$ cat src/rtl/spdif_rx.sv
`default_nettype none
// ============================================================================
// Module   : spdif_rx
// Purpose  : S/PDIF receiver. Oversamples a biphase-mark coded line at
//            CELL_CLKS clocks per half-bit cell, locks onto B/M/W preambles
//            and recovers the 16-bit left/right audio samples.
// Ports    : clk          system clock
//            reset        asynchronous active-low reset
//            spdif_in     raw line, asynchronous to clk
//            left_out     last left sample (held)
//            right_out    last right sample (held)
//            left_valid   1-clk pulse, left_out updated
//            right_valid  1-clk pulse, right_out updated
//            block_start  1-clk pulse with left_valid for a B preamble
//            parity_err   with a valid pulse: even-parity check failed
//            locked       decoding a continuous subframe stream
// Revision : 1.0  initial release
// ============================================================================
module spdif_rx #(
   parameter int CELL_CLKS   = 4,
   parameter int SYNC_STAGES = 2
) (
   input  logic        clk,
   input  logic        reset,
   input  logic        spdif_in,
   output logic [15:0] left_out,
   output logic [15:0] right_out,
   output logic        left_valid,
   output logic        right_valid,
   output logic        block_start,
   output logic        parity_err,
   output logic        locked
);

   localparam int RUN_MAX = 4 * CELL_CLKS;
   localparam int RUN_W   = $clog2(RUN_MAX + 1);
   localparam int LIM_S   = (3 * CELL_CLKS) / 2;
   localparam int LIM_M   = (5 * CELL_CLKS) / 2;
   localparam int LIM_L   = (7 * CELL_CLKS) / 2;

   localparam logic [RUN_W-1:0] RUN_MAX_V = RUN_W'(RUN_MAX);
   localparam logic [RUN_W-1:0] LIM_S_V   = RUN_W'(LIM_S);
   localparam logic [RUN_W-1:0] LIM_M_V   = RUN_W'(LIM_M);
   localparam logic [RUN_W-1:0] LIM_L_V   = RUN_W'(LIM_L);

   typedef enum logic [1:0] {RUN_S, RUN_M, RUN_L, RUN_E} run_t;
   typedef enum logic [1:0] {ST_HUNT, ST_PRE, ST_DATA, ST_EMIT} state_t;
   typedef enum logic [1:0] {PRE_B, PRE_M, PRE_W} pre_t;

   // ---------------------------------------------------------------------
   // Front end: synchroniser, edge detect, run-length counter
   // ---------------------------------------------------------------------
   logic [SYNC_STAGES-1:0] sync_q, sync_d;
   logic                   line_q, line_d;
   logic [RUN_W-1:0]       run_q, run_d;
   logic                   line_edge;

   always_comb begin
      sync_d    = {sync_q[SYNC_STAGES-2:0], spdif_in};
      line_d    = sync_q[SYNC_STAGES-1];
      line_edge = sync_q[SYNC_STAGES-1] ^ line_q;
      // run_q holds the clock count since the previous edge, so in an edge
      // cycle it is exactly the length of the run that just ended.
      if (line_edge) begin
         run_d = RUN_W'(1);
      end else if (run_q != RUN_MAX_V) begin
         run_d = run_q + 1'b1;
      end else begin
         run_d = run_q;
      end
   end

   run_t cls;
   logic run_long;   // current run already too long for any data slot
   logic run_dead;   // current run already too long to be anything but ERR

   always_comb begin
      if (run_q < LIM_S_V) begin
         cls = RUN_S;
      end else if (run_q < LIM_M_V) begin
         cls = RUN_M;
      end else if (run_q < LIM_L_V) begin
         cls = RUN_L;
      end else begin
         cls = RUN_E;
      end
      run_long = !line_edge && (run_q >= LIM_M_V);
      run_dead = !line_edge && (run_q >= LIM_L_V);
   end

   // ---------------------------------------------------------------------
   // Subframe FSM
   // ---------------------------------------------------------------------
   state_t      state_q, state_d;
   logic [1:0]  pre_cnt_q, pre_cnt_d;      // preamble runs consumed
   run_t        pre_r1_q, pre_r1_d;        // second preamble run
   pre_t        pre_type_q, pre_type_d;
   logic [4:0]  slot_q, slot_d;
   logic        half_q, half_d;            // first S of a '1' slot seen
   logic        par_q, par_d;
   logic [15:0] sample_q, sample_d;

   logic [15:0] left_out_q, left_out_d;
   logic [15:0] right_out_q, right_out_d;
   logic        left_valid_q, left_valid_d;
   logic        right_valid_q, right_valid_d;
   logic        block_start_q, block_start_d;
   logic        parity_err_q, parity_err_d;
   logic        locked_q, locked_d;

   logic bit_done, bit_val, data_viol, pre_fail;

   always_comb begin
      state_d       = state_q;
      pre_cnt_d     = pre_cnt_q;
      pre_r1_d      = pre_r1_q;
      pre_type_d    = pre_type_q;
      slot_d        = slot_q;
      half_d        = half_q;
      par_d         = par_q;
      sample_d      = sample_q;
      left_out_d    = left_out_q;
      right_out_d   = right_out_q;
      left_valid_d  = 1'b0;
      right_valid_d = 1'b0;
      block_start_d = 1'b0;
      parity_err_d  = 1'b0;
      locked_d      = locked_q;
      bit_done      = 1'b0;
      bit_val       = 1'b0;
      data_viol     = 1'b0;
      pre_fail      = 1'b0;

      case (state_q)
         ST_HUNT: begin
            if (line_edge && cls == RUN_L) begin
               state_d   = ST_PRE;
               pre_cnt_d = 2'd1;
            end
         end

         ST_PRE: begin
            if (line_edge) begin
               case (pre_cnt_q)
                  2'd0: begin
                     if (cls == RUN_L) pre_cnt_d = 2'd1;
                     else              pre_fail  = 1'b1;
                  end
                  2'd1: begin
                     if (cls == RUN_E) begin
                        pre_fail = 1'b1;
                     end else begin
                        pre_r1_d  = cls;
                        pre_cnt_d = 2'd2;
                     end
                  end
                  2'd2: begin
                     if (cls == RUN_S) pre_cnt_d = 2'd3;
                     else              pre_fail  = 1'b1;
                  end
                  default: begin
                     // Third run is always S; runs 2 and 4 tell B/M/W apart.
                     if (pre_r1_q == RUN_S && cls == RUN_L) begin
                        pre_type_d = PRE_B;
                     end else if (pre_r1_q == RUN_L && cls == RUN_S) begin
                        pre_type_d = PRE_M;
                     end else if (pre_r1_q == RUN_M && cls == RUN_M) begin
                        pre_type_d = PRE_W;
                     end else begin
                        pre_fail = 1'b1;
                     end
                     if (!pre_fail) begin
                        state_d  = ST_DATA;
                        slot_d   = 5'd4;
                        half_d   = 1'b0;
                        par_d    = 1'b0;
                        sample_d = '0;
                     end
                  end
               endcase
               // An L that breaks the pattern may itself open a preamble.
               if (pre_fail) begin
                  locked_d = 1'b0;
                  if (cls == RUN_L) begin
                     state_d   = ST_PRE;
                     pre_cnt_d = 2'd1;
                  end else begin
                     state_d = ST_HUNT;
                  end
               end
            end else if (run_dead) begin
               state_d  = ST_HUNT;
               locked_d = 1'b0;
            end
         end

         ST_DATA: begin
            if (line_edge) begin
               if (!half_q) begin
                  if (cls == RUN_M) begin
                     bit_done = 1'b1;
                  end else if (cls == RUN_S) begin
                     half_d = 1'b1;
                  end else begin
                     data_viol = 1'b1;
                  end
               end else begin
                  if (cls == RUN_S) begin
                     bit_done = 1'b1;
                     bit_val  = 1'b1;
                  end else begin
                     data_viol = 1'b1;
                  end
               end

               if (bit_done) begin
                  half_d = 1'b0;
                  par_d  = par_q ^ bit_val;
                  if (slot_q >= 5'd12 && slot_q <= 5'd27) begin
                     sample_d = {bit_val, sample_q[15:1]};   // LSB first
                  end
                  if (slot_q == 5'd31) begin
                     state_d      = ST_EMIT;
                     parity_err_d = par_q ^ bit_val;
                     locked_d     = 1'b1;
                     if (pre_type_q == PRE_W) begin
                        right_out_d   = sample_q;
                        right_valid_d = 1'b1;
                     end else begin
                        left_out_d    = sample_q;
                        left_valid_d  = 1'b1;
                        block_start_d = (pre_type_q == PRE_B);
                     end
                  end else begin
                     slot_d = slot_q + 5'd1;
                  end
               end

               if (data_viol) begin
                  state_d  = ST_HUNT;
                  locked_d = 1'b0;
               end
            end else if (run_long) begin
               // No data slot run can be this long: give up now rather than
               // waiting for the closing edge or counter saturation.
               state_d  = ST_HUNT;
               locked_d = 1'b0;
            end
         end

         ST_EMIT: begin
            state_d   = ST_PRE;
            pre_cnt_d = 2'd0;
         end

         default: begin
            state_d = ST_HUNT;
         end
      endcase
   end

   always_ff @(posedge clk or negedge reset) begin
      if (!reset) begin
         sync_q        <= '0;
         line_q        <= 1'b0;
         run_q         <= '0;
         state_q       <= ST_HUNT;
         pre_cnt_q     <= 2'd0;
         pre_r1_q      <= RUN_S;
         pre_type_q    <= PRE_B;
         slot_q        <= 5'd0;
         half_q        <= 1'b0;
         par_q         <= 1'b0;
         sample_q      <= '0;
         left_out_q    <= '0;
         right_out_q   <= '0;
         left_valid_q  <= 1'b0;
         right_valid_q <= 1'b0;
         block_start_q <= 1'b0;
         parity_err_q  <= 1'b0;
         locked_q      <= 1'b0;
      end else begin
         sync_q        <= sync_d;
         line_q        <= line_d;
         run_q         <= run_d;
         state_q       <= state_d;
         pre_cnt_q     <= pre_cnt_d;
         pre_r1_q      <= pre_r1_d;
         pre_type_q    <= pre_type_d;
         slot_q        <= slot_d;
         half_q        <= half_d;
         par_q         <= par_d;
         sample_q      <= sample_d;
         left_out_q    <= left_out_d;
         right_out_q   <= right_out_d;
         left_valid_q  <= left_valid_d;
         right_valid_q <= right_valid_d;
         block_start_q <= block_start_d;
         parity_err_q  <= parity_err_d;
         locked_q      <= locked_d;
      end
   end

   assign left_out    = left_out_q;
   assign right_out   = right_out_q;
   assign left_valid  = left_valid_q;
   assign right_valid = right_valid_q;
   assign block_start = block_start_q;
   assign parity_err  = parity_err_q;
   assign locked      = locked_q;

endmodule
`default_nettype wire

$ cat config.mk
export PLATFORM = sky130hd
export DESIGN_NAME = spdif_rx
export DESIGN_NICKNAME = d
export VERILOG_FILES = /design/src/rtl/spdif_rx.sv
export SDC_FILE = /design/constraint.sdc
export NUM_CORES = 1
export LEC_CHECK = 0
export ABC_AREA = 1
export BUFFER_PORTS_ARGS = -buffer_cell sky130_fd_sc_hd__buf_2
export CAP_MARGIN = 5
export CORE_MARGIN = 5
export CORE_UTILIZATION = 45
export DETAILED_ROUTE_END_ITERATION = 8
export HOLD_SLACK_MARGIN = 0.03
export PLACE_DENSITY_LB_ADDON = 0.12
export SKIP_CTS_REPAIR_TIMING = 1
export SYNTH_ARGS = -nofsm -noshare
export SYNTH_HDL_FRONTEND = slang
export SYNTH_SLANG_ARGS = --single-unit
export TNS_END_PERCENT = 30
$ cat constraint.sdc
create_clock -name clk -period 2.3 [get_ports clk]
set_clock_uncertainty 0.1 [all_clocks]
set_input_delay 0.345 -clock clk [delete_from_list [all_inputs] [get_ports clk]]
set_output_delay 0.345 -clock clk [all_outputs]
set_load 0.02 [all_outputs]
==> summary.md <==
| Metric | Value |
|---|---|
| Status | finished clean |
| Row count | 32 |
| Placer Congestion | approximately 0.87 |
| Netlist cell types | 33 |
| First-pass GRT wire length | around 13 mm |
| Area Overhead vs Synth | 16.4% |
| Post-synthesis sequential area ratio | 52.1% |
| Peak VDD IR | ~580 uV |
| EDFF count, synth | 0 |
| Total track usage | 16.4% |
| Combinational power share | a little under a third |
| Setup CP Type | flip-flop to flip-flop |
| Switching part of the total power | a little over a third |
| CTS Buf Count | 9 |
| CTS tree | done |
| Fin util | 54.4% |
| Final WS setup | roughly 250 ps |
| Worst-Margin Slew | 505 ps |
| FMAX | around 490 MHz |
| Final wirelength | about 7.5 mm |
| Largest net degree at the start of global routing | 47 |
| Number of global-route vias before repair | approximately 2900 |
| Sequential Area | about 1900 um2 |
| Width of the chip | ~100 um |
| DIE AREA | 10000 um2 |
| Setup crit start | state_q[0] |
| Wirelength per Cell | around 13 um |
| Design Power | about 4.0 mW |
| FFs w/ async S/R, synth | 100% |
| Setup violations, final | 0 |
| Final min period | between 2000 and 2500 ps |
| Synth Flop Type | dfrtp_1 |
| Maxcap violations | 0 |
| RSZ-0062 raised after global routing | yes |
| Share of power burned in registers | between 30% and 40% |
| Area of the multi-input gates | 1470 um2 |
| Final Net Count | 500 |
| Hold WC Path Type | flip-flop to flip-flop |
| Diode count | 0 |
| Worst-path fanout max | 9 |
| IO Pins | 40 |
| Total gr overflow | 0 |
| Synthesized area per cell | roughly 8.3 um2 |
| P_leak | roughly 2.3 nW |
| CTS clk-pin slew, worst paths | roughly 90 ps |
| Pre-antenna DRT Iters | 5 |
| Fillers | between 700 and 800 |
| Vias post-DR | just under 3000 |
| Final hold vios | 0 |
| Mapped Cells | 437 |
| Fin. max-slew vios | 0 |
| Worst Path Arrival | ~2200 ps |
| Clock network fraction of design power | 28.7% |
| Vias/cell | 4.89 |
| Synthesis Warnings | 0 |
| Slew HR | around two thirds |
| DRC | 0 |
| Clk Latency, worst-skew pair | between 300 and 400 ps |
| CP required | roughly 2500 ps |
| Inst Count DP | around 570 |
| Min-Delay Startpoint | sync_q[0] |
| CP endpoint kind | flip-flop |
| Syn_nets | approximately 450 |
| Core area | just under 8000 um2 |
| R2R Path Start | state_q[0] |
| Depth of the CTS H-tree | 3 |
| Startpoint Class | flip-flop |
| Initial antenna violation count | 0 |
| Final period util | between 80% and 90% |
| Int Power | around 2.5 mW |
| HPWL Detailed | 5.33 mm |
| CTS root buf | clkbuf_8 |
| Die Height | between 100 and 150 um |
| Clock Tree Buf Depth | 2 |
| Synth Register Bits | 76 |
| Port bufs | 39 |
| Initial drt markers | 117 |
| Dpl ws | 205 ps |
| Clock sink count | 76 |
| Ratio of cells with drive above 1 in the final layout | approximately 18% |
| Post-route ant nets | 0 |
| P_sw | 1.44 mW |
| Fin cells | between 500 and 600 |
| Initial Util | a little under half |
| Post-Syn Area | 3650 um2 |
| Pwr Density | just over 900 nW/um2 |
==> sequential cells by signal, summed over array words and instances (netlist names) <==
signal       flops
left_out        16
right_out       16
sample_q        16
run_q            5
slot_q           5
pre_cnt_q        2
pre_r1_q         2
pre_type_q       2
state_q          2
sync_q           2
block_start      1
half_q           1
left_valid       1
line_q           1
locked           1
par_q            1
parity_err       1
right_valid      1
==> power by group through the flow <==
stage / Sequential [mW] / Combinational (mW) / Clock (mW)
global route: 1.58 / 1.46 / 1.22
finish: 1.56 / 1.27 / 1.14
CTS: 1.56 / 1.19 / 1.17
global placement: 1.58 / 1.16 / 0
floorplan: 1.57 / 0.968 / 0
detailed placement: 1.59 / 1.19 / 0
==> area by class of cell <==
type / instances / share of cell area, %
clock buffer: 10 / 3.24
clock inverter: 6 / 2.03
inverter: 53 / 4.74
multi-input combinational: 297 / 34.7
sequential: 76 / 44.8
tap: 102 / 3.01
timing repair buffer: 51 / 7.48
==> logic make-up (layout without fill, tap and decap cells) <==
logic type | after synthesis | count (layout) | synth area share (%)
AOI/OAI and AO/OA | 58 | 58 | 8.37
xor gates and xnor gates | 2 | 2 | 0.480
buffers and inverters | 64 | 120 | 7.44
adders and majority gates | 9 | 9 | 3.09
DFF | 76 | 76 | 52.1
and+or+nand+nor | 228 | 228 | 28.5
==> synthesized netlist by cell type, types with 2 or more instances <==
| master | count | area (um2) |
|---|---|---|
| nand2_2 | 3 | 18.8 |
| clkbuf_1 | 3 | 11.3 |
| nor2_2 | 2 | 12.5 |
| nor2_1 | 14 | 52.6 |
| inv_2 | 5 | 18.8 |
| buf_4 | 5 | 37.5 |
| o21ai_1 | 15 | 75.1 |
| nor2_4 | 2 | 22.5 |
| ha_1 | 9 | 113 |
| nand3_2 | 3 | 30.0 |
| nand2_1 | 147 | 552 |
| inv_1 | 47 | 176 |
| o21ai_0 | 31 | 155 |
| nand3_1 | 38 | 190 |
| nand3_4 | 2 | 35.0 |
| nor3_1 | 4 | 20.0 |
| dfrtp_1 | 76 | 1900 |
| nand4_1 | 7 | 43.8 |
| buf_2 | 2 | 10.0 |
| a21oi_1 | 9 | 45.0 |
==> final timing paths <==
check | endpoint | slack [ps] | depth (start not counted)
max | sample_q[4] | 250 | 9
min | sync_q[1] | 250 | 0
max reg2reg | sample_q[4] | 250 | 9
min reg2reg | sync_q[1] | 250 | 0
max in group asynchronous | sample_q[6] | 1160 | 3
min in group asynchronous | left_out[2] | 370 | 2
==> layout by cell type, fill, tap and decap left out, types with 3 or more instances in the layout <==
cell type | netlist | layout
nor3_1 | 4 | 4
nand2_1 | 147 | 147
nand4_1 | 7 | 7
a21oi_1 | 9 | 9
nand2_2 | 3 | 3
ha_1 | 9 | 9
nand3_2 | 3 | 3
o21ai_0 | 31 | 31
dfrtp_1 | 76 | 76
nand3_1 | 38 | 38
buf_4 | 5 | 9
inv_2 | 5 | 5
clkbuf_8 | 0 | 10
nor2_1 | 14 | 14
buf_2 | 2 | 38
o21ai_1 | 15 | 15
inv_1 | 47 | 47
==> per-layer routing <==
metal / wire [um] / GRT usage (%) / up-vias
met5: 0 / 0 / -
met4: 108 / 6.53 / 0
met3: 294 / 2.92 / 11
li1: - / - / 1500
met1: 3520 / 21.8 / 1354
met2: 3560 / 26.6 / 45
==> per-stage QoR <==
| step | setup TNS (ps) | area (um2) | hold slack (ps) |
|---|---|---|---|
| floorplan | 0 | 3650 | -50.6 |
| global placement | 0 | 3970 | 210 |
| detailed placement | 0 | 3970 | 212 |
| CTS | 0 | 4200 | -167 |
| global route | -1.81 | 4250 | 269 |
| finish | 0 | 4250 | 252 |
==> worst max-delay path: stages (launching register included) <==
cell     delay, ps
dfrtp_1        420
inv_1           80
ha_1           370
nand2_1         80
nor3_2         280
nand3_4        160
nor2_8         170
buf_4          170
nand3_1         80
nand2_1         60
No activity file was read; power rests on OpenSTA's default activity.
